[config.mk]
export PLATFORM = sky130hd
export DESIGN_NAME = div_share_sched_flat
export DESIGN_NICKNAME = d
export VERILOG_FILES = /design/src/rtl/div_share_pkg.sv /design/src/rtl/div_share_sched_if.sv /design/src/rtl/div_share_sched_rr_arbiter.sv /design/src/rtl/div_share_sched.sv /design/src/flat_wrapper.sv
export SDC_FILE = /design/constraint.sdc
export NUM_CORES = 1
export LEC_CHECK = 0
export CAP_MARGIN = 0
export CORE_ASPECT_RATIO = 0.75
export CORE_MARGIN = 4
export CORE_UTILIZATION = 35
export DETAILED_ROUTE_END_ITERATION = 10
export PLACE_DENSITY_LB_ADDON = 0.08
export SLEW_MARGIN = 20
export SYNTH_ARGS = -nofsm -noshare
export SYNTH_HDL_FRONTEND = slang
export SYNTH_SLANG_ARGS = --single-unit
[constraint.sdc]
create_clock -name clk -period 7.3 [get_ports clk]
set_clock_uncertainty 0.15 [all_clocks]
set_input_delay 1.095 -clock clk [delete_from_list [all_inputs] [get_ports clk]]
set_output_delay 1.095 -clock clk [all_outputs]
set_load 0.02 [all_outputs]
[src/rtl/div_share_pkg.sv]
// div_share_pkg: shared widths, request/result records and helpers for the divider share scheduler
package div_share_pkg;
  localparam int MAX_NUM_WT = 16;
  localparam int MAX_NUM_HT = 16;
  localparam int MAX_NUM_K = 16;
  localparam int NUM_REQ = 4;
  localparam int N = $clog2(MAX_NUM_WT * MAX_NUM_HT) + 2;
  localparam int M = $clog2(MAX_NUM_WT) + 1;
  localparam int KW = $clog2(MAX_NUM_K) + 1;
  localparam int LAT = N;
  localparam int IDW = $clog2(NUM_REQ);
  typedef struct packed {
    logic [N-1:0]  dividend;
    logic [M-1:0]  divisor;
    logic [KW-1:0] k;
  } div_req_t;
  typedef struct packed {
    logic [N-1:0]  quotient;
    logic [M-1:0]  remainder;
    logic [KW-1:0] k;
  } div_res_t;
  function automatic logic [NUM_REQ-1:0] onehot(input logic [IDW-1:0] id);
    return NUM_REQ'(1) << id;
  endfunction
endpackage

[src/rtl/div_share_sched_if.sv]
// div_share_if: requester, divider and result signals of the divider share scheduler
interface div_share_if;
  import div_share_pkg::*;
  logic [NUM_REQ-1:0]    req_valid;
  logic [NUM_REQ-1:0]    req_ready;
  logic [NUM_REQ*N-1:0]  req_dividend;
  logic [NUM_REQ*M-1:0]  req_divisor;
  logic [NUM_REQ*KW-1:0] req_k;
  logic                  div_data_rdy;
  logic [N-1:0]          div_dividend;
  logic [M-1:0]          div_divisor;
  logic [KW-1:0]         div_k_in;
  logic                  div_stall;
  logic                  div_res_rdy;
  logic [N-1:0]          div_quotient;
  logic [M-1:0]          div_remainder;
  logic [KW-1:0]         div_k_out;
  logic [NUM_REQ-1:0]    res_valid;
  logic [NUM_REQ-1:0]    res_ready;
  logic [N-1:0]          res_quotient;
  logic [M-1:0]          res_remainder;
  logic [KW-1:0]         res_k;
  logic                  err_div0;
  logic                  err_orphan;
  modport master (
    input  req_valid, req_dividend, req_divisor, req_k,
    input  div_res_rdy, div_quotient, div_remainder, div_k_out, res_ready,
    output req_ready, div_data_rdy, div_dividend, div_divisor, div_k_in, div_stall,
    output res_valid, res_quotient, res_remainder, res_k, err_div0, err_orphan
  );
  modport slave (
    output req_valid, req_dividend, req_divisor, req_k,
    output div_res_rdy, div_quotient, div_remainder, div_k_out, res_ready,
    input  req_ready, div_data_rdy, div_dividend, div_divisor, div_k_in, div_stall,
    input  res_valid, res_quotient, res_remainder, res_k, err_div0, err_orphan
  );
endinterface

[src/rtl/div_share_sched_rr_arbiter.sv]
// rr_arbiter: one-hot round-robin grant starting at ptr_i, with the pointer to use after the grant
module rr_arbiter #(
  parameter int NUM_REQ = 4,
  localparam int IDW = $clog2(NUM_REQ)
) (
  input  logic [NUM_REQ-1:0] valid_i,
  input  logic [IDW-1:0]     ptr_i,
  input  logic               en_i,
  output logic [NUM_REQ-1:0] gnt_o,
  output logic [IDW-1:0]     ptr_nxt_o
);
  logic [IDW-1:0] idx;
  // Scan from farthest to nearest so the nearest valid requester overrides.
  always_comb begin
    gnt_o = '0;
    ptr_nxt_o = ptr_i;
    idx = '0;
    for (int i = NUM_REQ - 1; i >= 0; i--) begin
      idx = IDW'((int'(ptr_i) + i) % NUM_REQ);
      if (en_i && valid_i[idx]) begin
        gnt_o = '0;
        gnt_o[idx] = 1'b1;
        ptr_nxt_o = IDW'((int'(idx) + 1) % NUM_REQ);
      end
    end
  end
endmodule

[src/rtl/div_share_sched.sv]
// div_share_sched: round-robin sharing of one pipelined divider, routing in-order results back to their owners
module div_share_sched
  import div_share_pkg::*;
(
  input logic         clk,
  input logic         rst,
  div_share_if.master bus
);
  localparam int PW = $clog2(LAT);
  localparam int CW = $clog2(LAT + 1);
  div_req_t           req [NUM_REQ];
  div_req_t           sel;
  logic [NUM_REQ-1:0] gnt;
  logic [IDW-1:0]     rr_q, rr_d, gid, head_id;
  logic [IDW-1:0]     fifo_q [LAT];
  logic [PW-1:0]      wr_q, wr_d, rd_q, rd_d;
  logic [CW-1:0]      cnt_q, cnt_d;
  logic               err_div0_q, err_div0_d, err_orphan_q, err_orphan_d;
  logic               have, issue_ok, issue, pop;
  always_comb begin
    gid = '0;
    for (int i = 0; i < NUM_REQ; i++) begin
      req[i].dividend = bus.req_dividend[i*N +: N];
      req[i].divisor = bus.req_divisor[i*M +: M];
      req[i].k = bus.req_k[i*KW +: KW];
      if (gnt[i]) gid = IDW'(i);
    end
  end
  rr_arbiter #(.NUM_REQ(NUM_REQ)) u_arb (
    .valid_i  (bus.req_valid),
    .ptr_i    (rr_q),
    .en_i     (issue_ok),
    .gnt_o    (gnt),
    .ptr_nxt_o(rr_d)
  );
  // A result arriving with nothing in flight is an orphan: dropped, never stalls.
  assign head_id = fifo_q[rd_q];
  assign have = cnt_q != '0;
  assign bus.div_stall = bus.div_res_rdy & have & ~bus.res_ready[head_id];
  assign issue_ok = ~rst & ~bus.div_stall & (cnt_q < CW'(LAT));
  assign issue = |gnt;
  assign pop = bus.div_res_rdy & have & bus.res_ready[head_id];
  assign sel = issue ? req[gid] : '0;
  assign bus.req_ready = gnt;
  assign bus.div_data_rdy = issue;
  assign bus.div_dividend = sel.dividend;
  assign bus.div_divisor = sel.divisor;
  assign bus.div_k_in = sel.k;
  assign bus.res_valid = (bus.div_res_rdy & have) ? onehot(head_id) : '0;
  assign bus.res_quotient = bus.div_quotient;
  assign bus.res_remainder = bus.div_remainder;
  assign bus.res_k = bus.div_k_out;
  assign bus.err_div0 = err_div0_q;
  assign bus.err_orphan = err_orphan_q;
  always_comb begin
    wr_d = !issue ? wr_q : (wr_q == PW'(LAT - 1)) ? '0 : wr_q + PW'(1);
    rd_d = !pop ? rd_q : (rd_q == PW'(LAT - 1)) ? '0 : rd_q + PW'(1);
    cnt_d = cnt_q + CW'(issue) - CW'(pop);
    err_div0_d = err_div0_q | (issue & (sel.divisor == '0));
    err_orphan_d = err_orphan_q | (bus.div_res_rdy & ~have);
  end
  always_ff @(posedge clk) begin
    if (rst) begin
      rr_q <= '0;
      wr_q <= '0;
      rd_q <= '0;
      cnt_q <= '0;
      err_div0_q <= 1'b0;
      err_orphan_q <= 1'b0;
    end else begin
      rr_q <= rr_d;
      wr_q <= wr_d;
      rd_q <= rd_d;
      cnt_q <= cnt_d;
      err_div0_q <= err_div0_d;
      err_orphan_q <= err_orphan_d;
    end
  end
  always_ff @(posedge clk) begin
    if (issue) fifo_q[wr_q] <= gid;
  end
endmodule

[src/flat_wrapper.sv]
// flat-port wrapper written by rule: the top's interface ports become plain ports
module div_share_sched_flat import div_share_pkg::*;
  (clk, rst, bus_req_valid, bus_req_dividend, bus_req_divisor, bus_req_k, bus_div_res_rdy, bus_div_quotient, bus_div_remainder, bus_div_k_out, bus_res_ready, bus_req_ready, bus_div_data_rdy, bus_div_dividend, bus_div_divisor, bus_div_k_in, bus_div_stall, bus_res_valid, bus_res_quotient, bus_res_remainder, bus_res_k, bus_err_div0, bus_err_orphan);
  div_share_if bus_i ();
  input logic clk;
  input logic rst;
  input wire logic [$bits(bus_i.req_valid)-1:0] bus_req_valid;
  input wire logic [$bits(bus_i.req_dividend)-1:0] bus_req_dividend;
  input wire logic [$bits(bus_i.req_divisor)-1:0] bus_req_divisor;
  input wire logic [$bits(bus_i.req_k)-1:0] bus_req_k;
  input wire logic [$bits(bus_i.div_res_rdy)-1:0] bus_div_res_rdy;
  input wire logic [$bits(bus_i.div_quotient)-1:0] bus_div_quotient;
  input wire logic [$bits(bus_i.div_remainder)-1:0] bus_div_remainder;
  input wire logic [$bits(bus_i.div_k_out)-1:0] bus_div_k_out;
  input wire logic [$bits(bus_i.res_ready)-1:0] bus_res_ready;
  output wire logic [$bits(bus_i.req_ready)-1:0] bus_req_ready;
  output wire logic [$bits(bus_i.div_data_rdy)-1:0] bus_div_data_rdy;
  output wire logic [$bits(bus_i.div_dividend)-1:0] bus_div_dividend;
  output wire logic [$bits(bus_i.div_divisor)-1:0] bus_div_divisor;
  output wire logic [$bits(bus_i.div_k_in)-1:0] bus_div_k_in;
  output wire logic [$bits(bus_i.div_stall)-1:0] bus_div_stall;
  output wire logic [$bits(bus_i.res_valid)-1:0] bus_res_valid;
  output wire logic [$bits(bus_i.res_quotient)-1:0] bus_res_quotient;
  output wire logic [$bits(bus_i.res_remainder)-1:0] bus_res_remainder;
  output wire logic [$bits(bus_i.res_k)-1:0] bus_res_k;
  output wire logic [$bits(bus_i.err_div0)-1:0] bus_err_div0;
  output wire logic [$bits(bus_i.err_orphan)-1:0] bus_err_orphan;
  assign bus_i.req_valid = bus_req_valid;
  assign bus_i.req_dividend = bus_req_dividend;
  assign bus_i.req_divisor = bus_req_divisor;
  assign bus_i.req_k = bus_req_k;
  assign bus_i.div_res_rdy = bus_div_res_rdy;
  assign bus_i.div_quotient = bus_div_quotient;
  assign bus_i.div_remainder = bus_div_remainder;
  assign bus_i.div_k_out = bus_div_k_out;
  assign bus_i.res_ready = bus_res_ready;
  assign bus_req_ready = bus_i.req_ready;
  assign bus_div_data_rdy = bus_i.div_data_rdy;
  assign bus_div_dividend = bus_i.div_dividend;
  assign bus_div_divisor = bus_i.div_divisor;
  assign bus_div_k_in = bus_i.div_k_in;
  assign bus_div_stall = bus_i.div_stall;
  assign bus_res_valid = bus_i.res_valid;
  assign bus_res_quotient = bus_i.res_quotient;
  assign bus_res_remainder = bus_i.res_remainder;
  assign bus_res_k = bus_i.res_k;
  assign bus_err_div0 = bus_i.err_div0;
  assign bus_err_orphan = bus_i.err_orphan;
  div_share_sched u_core (.clk(clk), .rst(rst), .bus(bus_i));
endmodule
Yosys cells after proc, flatten, opt, wreduce, memory -nomap -nowiden
Memory sizes are Yosys's and may differ from the RTL's. A register that Yosys moved wholly into a read port is not among the register bits.
Index checks and enable logic that the tools add are counted.
{"block": "word_totals", "memories": 1, "mem_bits_rw": 20, "ff_bits": 16, "in_bits": 111, "word_cells": 97, "out_inout_bits": 52}
{"block": "op_classes", "n_reduce_logical": 12, "n_shift": 1, "n_eq_ne": 2, "n_mux": 40, "bitwise": 14, "n_addsub": 10, "n_lt_le_gt_ge": 11}
{"memory": "u_core.fifo_q", "depth": 10, "width": 2, "read_ports": 1, "rd_clocked_by_memory_dff": 1, "wr": 1, "line": "div_share_sched.sv:15", "source": "logic [IDW-1:0] fifo_q [LAT];"}
{"operator": "20-bit 2-to-1 mux", "n": 3}
{"operator": "20-bit binary-select mux with 2-bit select", "n": 1}
{"operator": "4-bit 2-to-1 mux", "n": 9}
{"operator": "2-bit by 3-bit < comparator with 1-bit output, second input constant", "n": 5}
{"operator": "1-bit 2-to-1 mux", "n": 12}
{"operator": "2-bit 2-to-1 mux", "n": 6}
{"operator": "1-bit binary-select mux with 2-bit select", "n": 5}
{"operator": "2-bit by 1-bit adder with 2-bit output, second input constant", "n": 4}
{"operator": "4-bit by 1-bit adder with 4-bit output, second input constant", "n": 2}
{"operator": "1-bit demux with 2-bit select", "n": 4}
{"operator": "4-bit == test, second input constant", "n": 2}
{"operator": "2-bit by 1-bit greater-or-equal comparator with 1-bit output, second input constant", "n": 4}
{"operator": "1-bit logical AND", "n": 8}
{"operator": "4-bit nonzero test", "n": 2}
{"operator": "1-bit bitwise AND", "n": 7}
{"operator": "5-bit zero test", "n": 1}
{"operator": "2-bit adder, second input constant", "n": 2}
{"operator": "4-bit by 1-bit adder with 4-bit output", "n": 1}
{"operator": "4-bit < comparator, second input constant", "n": 1}
{"operator": "1-bit inverter", "n": 4}
{"operator": "4-bit OR reduction", "n": 1}
{"operator": "1-bit by 2-bit << shifter with 4-bit output, first input constant", "n": 1}
{"operator": "4-bit by 1-bit subtractor with 4-bit output", "n": 1}
{"operator": "3-bit greater-or-equal comparator, second input constant", "n": 1}
{"operator": "2 further kinds", "n": 3}

Longest topological paths before layout
{"block": "logic_depth", "word_depth": 23, "depth_mapped": 17, "depth_no_buf": 15}

Modules after synthesis
Synthesis repeated with hierarchy kept, for this count alone.
{"block": "unflattened", "hier_cells": 379, "hier_area_um2": 3218.1}
{"mod": "div_share_sched", "cells_each": 314, "area_each_um2": 2687.6, "seq_area_each_um2": 1001.0, "instances": 1}
{"mod": "rr_arbiter", "cells_each": 65, "area_each_um2": 530.5, "seq_area_each_um2": 0.0, "instances": 1}

Worst setup path after synthesis
No wires, ideal clock.
{"block": "synth_path", "path_kind": "input port to output port", "startpoint": "input port bus_req_valid[1]", "endpoint": "output port bus_div_divisor[1]", "required_time_ns": 6.055, "path_stages": 9, "setup_slack_ns": 2.749, "arrival_ns": 3.306, "n_path_buf": 1, "path_cell_list": "mux4_2 -> a21oi_1 -> nor3_1 -> or2_2 -> and3_4 -> buf_12 -> mux2i_1 -> a211o_1 -> a21oi_1"}
{"block": "synth_via", "elab_chain_len": 15, "word_cells_on_any_way": 25, "classes_between": "19 x mux; 1 x bitwise; 5 x reduce/logical"}
{"item": "start, declared", "line": "flat_wrapper.sv:7", "source": "input wire logic [$bits(bus_i.req_valid)-1:0] bus_req_valid;"}
{"item": "1-bit binary-select mux with 2-bit select", "line": "div_share_sched_rr_arbiter.sv:20", "source": "if (en_i && valid_i[idx]) begin"}
{"item": "1-bit 2-to-1 mux (not written as such)", "line": "div_share_sched_rr_arbiter.sv:20"}
{"item": "1-bit logical AND", "line": "div_share_sched_rr_arbiter.sv:20"}
{"item": "4-bit 2-to-1 mux (3 in a row)", "line": "div_share_sched_rr_arbiter.sv:20"}
{"item": "4-bit 2-to-1 mux *", "line": "div_share_sched_rr_arbiter.sv:20"}
{"item": "1-bit 2-to-1 mux", "line": "div_share_sched.sv:26", "source": "if (gnt[i]) gid = IDW'(i);"}
{"item": "2-bit 2-to-1 mux (2 in a row)", "line": "div_share_sched.sv:26"}
{"item": "2-bit inverter with 3-bit output (not written as such)", "line": "div_share_sched.sv:43", "source": "assign sel = issue ? req[gid] : '0;"}
{"item": "20-bit binary-select mux with 2-bit select", "line": "div_share_sched.sv:43"}
{"item": "20-bit 2-to-1 mux (not written as such) (2 in a row)", "line": "div_share_sched.sv:43"}
{"item": "20-bit 2-to-1 mux *", "line": "div_share_sched.sv:43"}
{"item": "end, declared", "line": "flat_wrapper.sv:19", "source": "output wire logic [$bits(bus_i.div_divisor)-1:0] bus_div_divisor;"}
Mark *: on every way between the ends. The rest lies on a longest branch, timed or not. The select of a mux whose other input is x is not followed.

Worst setup path after layout
{"block": "layout_path", "startpoint": "register u_core.rr_q[0]", "endpoint": "output port bus_div_divisor[1]"}
{"block": "layout_via", "elab_chain_len": 17, "word_cells_on_any_way": 48, "classes_between": "3 x add/sub; 8 x order compare; 27 x mux; 1 x bitwise; 9 x reduce/logical"}
{"item": "start, declared", "line": "div_share_sched.sv:14", "source": "logic [IDW-1:0] rr_q, rr_d, gid, head_id;"}
{"item": "start signal, assigned", "line": "div_share_sched.sv:71", "source": "rr_q <= rr_d;"}
{"item": "2-bit adder", "line": "div_share_sched_rr_arbiter.sv:19", "source": "idx = IDW'((int'(ptr_i) + i) % NUM_REQ);"}
{"item": "2-bit by 3-bit < comparator with 1-bit output (not written as such) or 2-bit by 1-bit greater-or-equal comparator with 1-bit output (tied branches)", "line": "div_share_sched_rr_arbiter.sv:22", "source": "gnt_o[idx] = 1'b1;"}
{"item": "1-bit logical AND (not written as such)", "line": "div_share_sched_rr_arbiter.sv:22"}
{"item": "1-bit 2-to-1 mux (not written as such)", "line": "div_share_sched_rr_arbiter.sv:22"}
{"item": "1-bit demux with 2-bit select", "line": "div_share_sched_rr_arbiter.sv:22"}
{"item": "4-bit 2-to-1 mux (3 in a row)", "line": "div_share_sched_rr_arbiter.sv:20"}
{"item": "4-bit 2-to-1 mux *", "line": "div_share_sched_rr_arbiter.sv:20"}
{"item": "1-bit 2-to-1 mux", "line": "div_share_sched.sv:26"}
{"item": "2-bit 2-to-1 mux (2 in a row)", "line": "div_share_sched.sv:26"}
{"item": "2-bit inverter with 3-bit output (not written as such)", "line": "div_share_sched.sv:43"}
{"item": "20-bit binary-select mux with 2-bit select", "line": "div_share_sched.sv:43"}
{"item": "20-bit 2-to-1 mux (not written as such) (2 in a row)", "line": "div_share_sched.sv:43"}
{"item": "20-bit 2-to-1 mux *", "line": "div_share_sched.sv:43"}
Marks and branches as above.

==> results.json <==
{
  "post-synth-top-count-cell": "nor2_1",
  "synth_area_um2": 3480,
  "crit_end": "bus_div_divisor[1]",
  "max_freq_mhz": 169,
  "yosys_warnings": 0,
  "grt_overflow": 0,
  "power_density_nw_per_um2": 398,
  "pin_count": 163,
  "io_buffer_count": 122,
  "finalCriticalPeriod_ps": 5910,
  "dp_hpwl_mm": 8.46,
  "place_congestion": 0.854,
  "cp_num_buf_inv": 2,
  "vias_per_cell": 5.19,
  "fillers": 921,
  "synth.yosys.seq_area_share_pct": 28.7,
  "grt_pass1_vias": 3077,
  "p_leak_nw": 1.72,
  "cp_num_cells": 11,
  "grt_max_degree": 41,
  "cap_viol_max_count": 0,
  "vias": 3146,
  "die_w_um": 123,
  "synth-seq-cells": 40,
  "final_util_pct": 48.9,
  "synth_edf_count": 20,
  "fin_setup_tns_ps": 0,
  "n_antenna_cell": 0,
  "netlist_top_cells_area": "edfxtp_1 (17%), dfxtp_1 (11%), mux2i_1 (6.9%), ha_1 (5.4%), buf_4 (4.7%)",
  "critPathTopFamily": "simple AND/OR/NAND/NOR gates",
  "cts_max_path_buffers": 2,
  "synth_common_cells": "nor2_1 (34), mux2i_1 (24), buf_4 (22)",
  "rr_endpoint": "u_core.fifo_q[0][1]",
  "startpoint": "u_core.rr_q[0]",
  "syn_nets": 509,
  "status": "completed",
  "core-area_um2": 9700,
  "netlist_instances": 382,
  "rsz0062_at_grt": "false",
  "cts_max_level": 2,
  "vdd_drop_max_uv": 157,
  "hold_buffers": 0,
  "remaining_drc_errors": 0,
  "cts_setup_buffers": 0,
  "rr_worst_depth": 11,
  "cts_root_buf": "clkbuf_16",
  "start_util_pct": 35.9,
  "final_cells": 606,
  "hold_path_class": "flop to flop",
  "cts_tree": "done",
  "cts_made_buffers": 5,
  "post_route_cells_drive_above_1_share_pct": 8.23,
  "synthFlopType": "edfxtp_1",
  "worstHoldStart": "u_core.bus.err_orphan",
  "drt_pass1_iterations": 5,
  "slew_headroom_pct": 55.4,
  "critPathCaptureType": "output pin",
  "synth_top_area_share_pct": 17.2,
  "drt_wl_total_mm": 10.9,
  "worst_pin_slew_ps": 662,
  "die_h_um": 94.4,
  "post-route-period-util_pct": 81.0,
  "area_growth_pct": 36.0,
  "num_rows": 31,
  "slew_viol_final": 0,
  "critPathMaxFanout": 20,
  "r2r-start": "u_core.rr_q[0]",
  "cts-resized-gates": 0,
  "ys_async_sr_fraction_pct": 0,
  "fin_area_um2": 4740,
  "path_clk_slew_ps": 60,
  "r2r_slack_ps": 2600,
  "grt_antenna_before_repair": 0,
  "synth.largest_area_cell": "edfxtp_1",
  "finalHoldViolCount": 0,
  "gr-usage-all-layers_pct": 18.0,
  "crit_chain": "inv_1, ha_1, mux4_2, nor2b_1, nor3_1, or2_2, and3_4, mux2i_1, a211o_1, a21oi_1, clkdlybuf4s50_1",
  "setup_viol": 0,
  "synth_cell_type_count": 70,
  "worst_ep_arrival_time_ps": 4670,
  "drtIter0Drc": 111,
  "grt_first_pass_wirelength_mm": 16.5,
  "dp_cells": 598,
  "cts.sinks": 40,
  "slowest_stage": "dfxtp_1",
  "worstPathRequired_ps": 6050,
  "ant_nets": 0,
  "avgSynthCellArea_um2": 9.12,
  "fin_nets": 600,
  "path_class": "flop to output pin",
  "die-area_um2": 11600,
  "wl_per_cell_um": 17.9,
  "insertion_delay_ps": 280,
  "crit_path_max_incr_delay_ps": 680,
  "start_kind": "flop",
  "place_area_um2": 4600
}
[where the power goes]
part	switching, W	internal [W]
logic	0.000739	0.000576
clock network	0.0000855	0.000125
registers	0.0000556	0.000305
total	0.000881	0.00101
[layout make-up]
type	instances	area, um2	share of cell area (%)
inverters	22	82.6	1.74
clock inverters	3	18.8	0.396
clock buffers	5	125	2.64
flip-flops and latches	40	1000	21.1
repair buffers	124	1240	26.1
well taps	132	165	3.48
multi-input cells	280	2110	44.5
[state kept, by name, summed over array words and instances (netlist names), named ones only]
register,count
u_core.wr_q,4
u_core.rd_q,4
u_core.bus.err_orphan,1
u_core.cnt_q,4
u_core.bus.err_div0,1
u_core.fifo_q,20
u_core.rr_q,2
[per-stage QoR]
step                power, W  setup WS (ps)  hold WS (ps)
finish               0.00189           1390           328
global route         0.00204           1040           396
CTS                  0.00190           1370           329
detailed placement   0.00168           1420           308
global placement     0.00168           1420           306
floorplan            0.00130           2750           323
[layout by cell type (no fill, tap or decap), types with 3 or more instances in the layout]
| cell type | synthesis | final |
|---|---|---|
| a211o_1 | 3 | 3 |
| a211oi_1 | 18 | 18 |
| a21oi_1 | 14 | 14 |
| a31oi_1 | 5 | 5 |
| and2_1 | 16 | 16 |
| clkbuf_16 | 0 | 5 |
| clkdlybuf4s50_1 | 0 | 122 |
| dfxtp_1 | 20 | 20 |
| edfxtp_1 | 20 | 20 |
| ha_1 | 15 | 15 |
| inv_1 | 19 | 19 |
| inv_2 | 3 | 3 |
| mux2i_1 | 24 | 24 |
| mux4_2 | 7 | 7 |
| nand2_1 | 20 | 20 |
| nand2b_1 | 7 | 7 |
| nand3_1 | 3 | 3 |
| nor2_1 | 34 | 34 |
| nor2b_1 | 8 | 8 |
| nor3_1 | 12 | 12 |
| nor3b_1 | 4 | 4 |
| nor4_1 | 4 | 4 |
| nor4b_1 | 3 | 3 |
| o21a_1 | 18 | 18 |
| o21ai_0 | 8 | 8 |
| xnor2_1 | 5 | 5 |
[cells by family after synthesis]
family / Yosys count / synth area share, %
DFF: 40 / 28.7
buffers and inverters: 62 / 10.7
adders and majority gates: 16 / 5.96
and+or+nand+nor: 130 / 20.2
xor gates and xnor gates: 6 / 1.51
AOI/OAI and AO/OA: 94 / 20.3
muxes: 34 / 12.6
[metal layers]
layer / global-route usage [%] / wire length [um]
met1: 25.5 / 5100
met2: 28.1 / 4670
met3: 3.59 / 992
met4: 4.42 / 94
met5: 0 / 0
[worst reg2reg max path, cell delays in order, from the launching register on]
cell and delay (ps):
dfxtp_1 680, inv_1 290, ha_1 520, mux4_2 640, nor2b_1 170, nor3_1 220
nor2_1 120, nand4_1 130, nand2_2 200, inv_2 440, nand2_1 280, nor4_1 520
[worst min-delay path by stage]
| stage | end | slack [ps] | cells past startpoint |
|---|---|---|---|
| 2_1_floorplan | flop | 320 | 2 |
| 3_3_place_gp | u_core.bus.err_orphan | 310 | 2 |
| 3_5_place_dp | u_core.bus.err_orphan | 310 | 2 |
| 4_1_cts | u_core.bus.err_orphan | 330 | 2 |
| 5_1_grt | u_core.rd_q[3] | 400 | 2 |
| 6_report | u_core.bus.err_orphan | 330 | 2 |
Note: power is estimated with default switching activity, not from simulation.
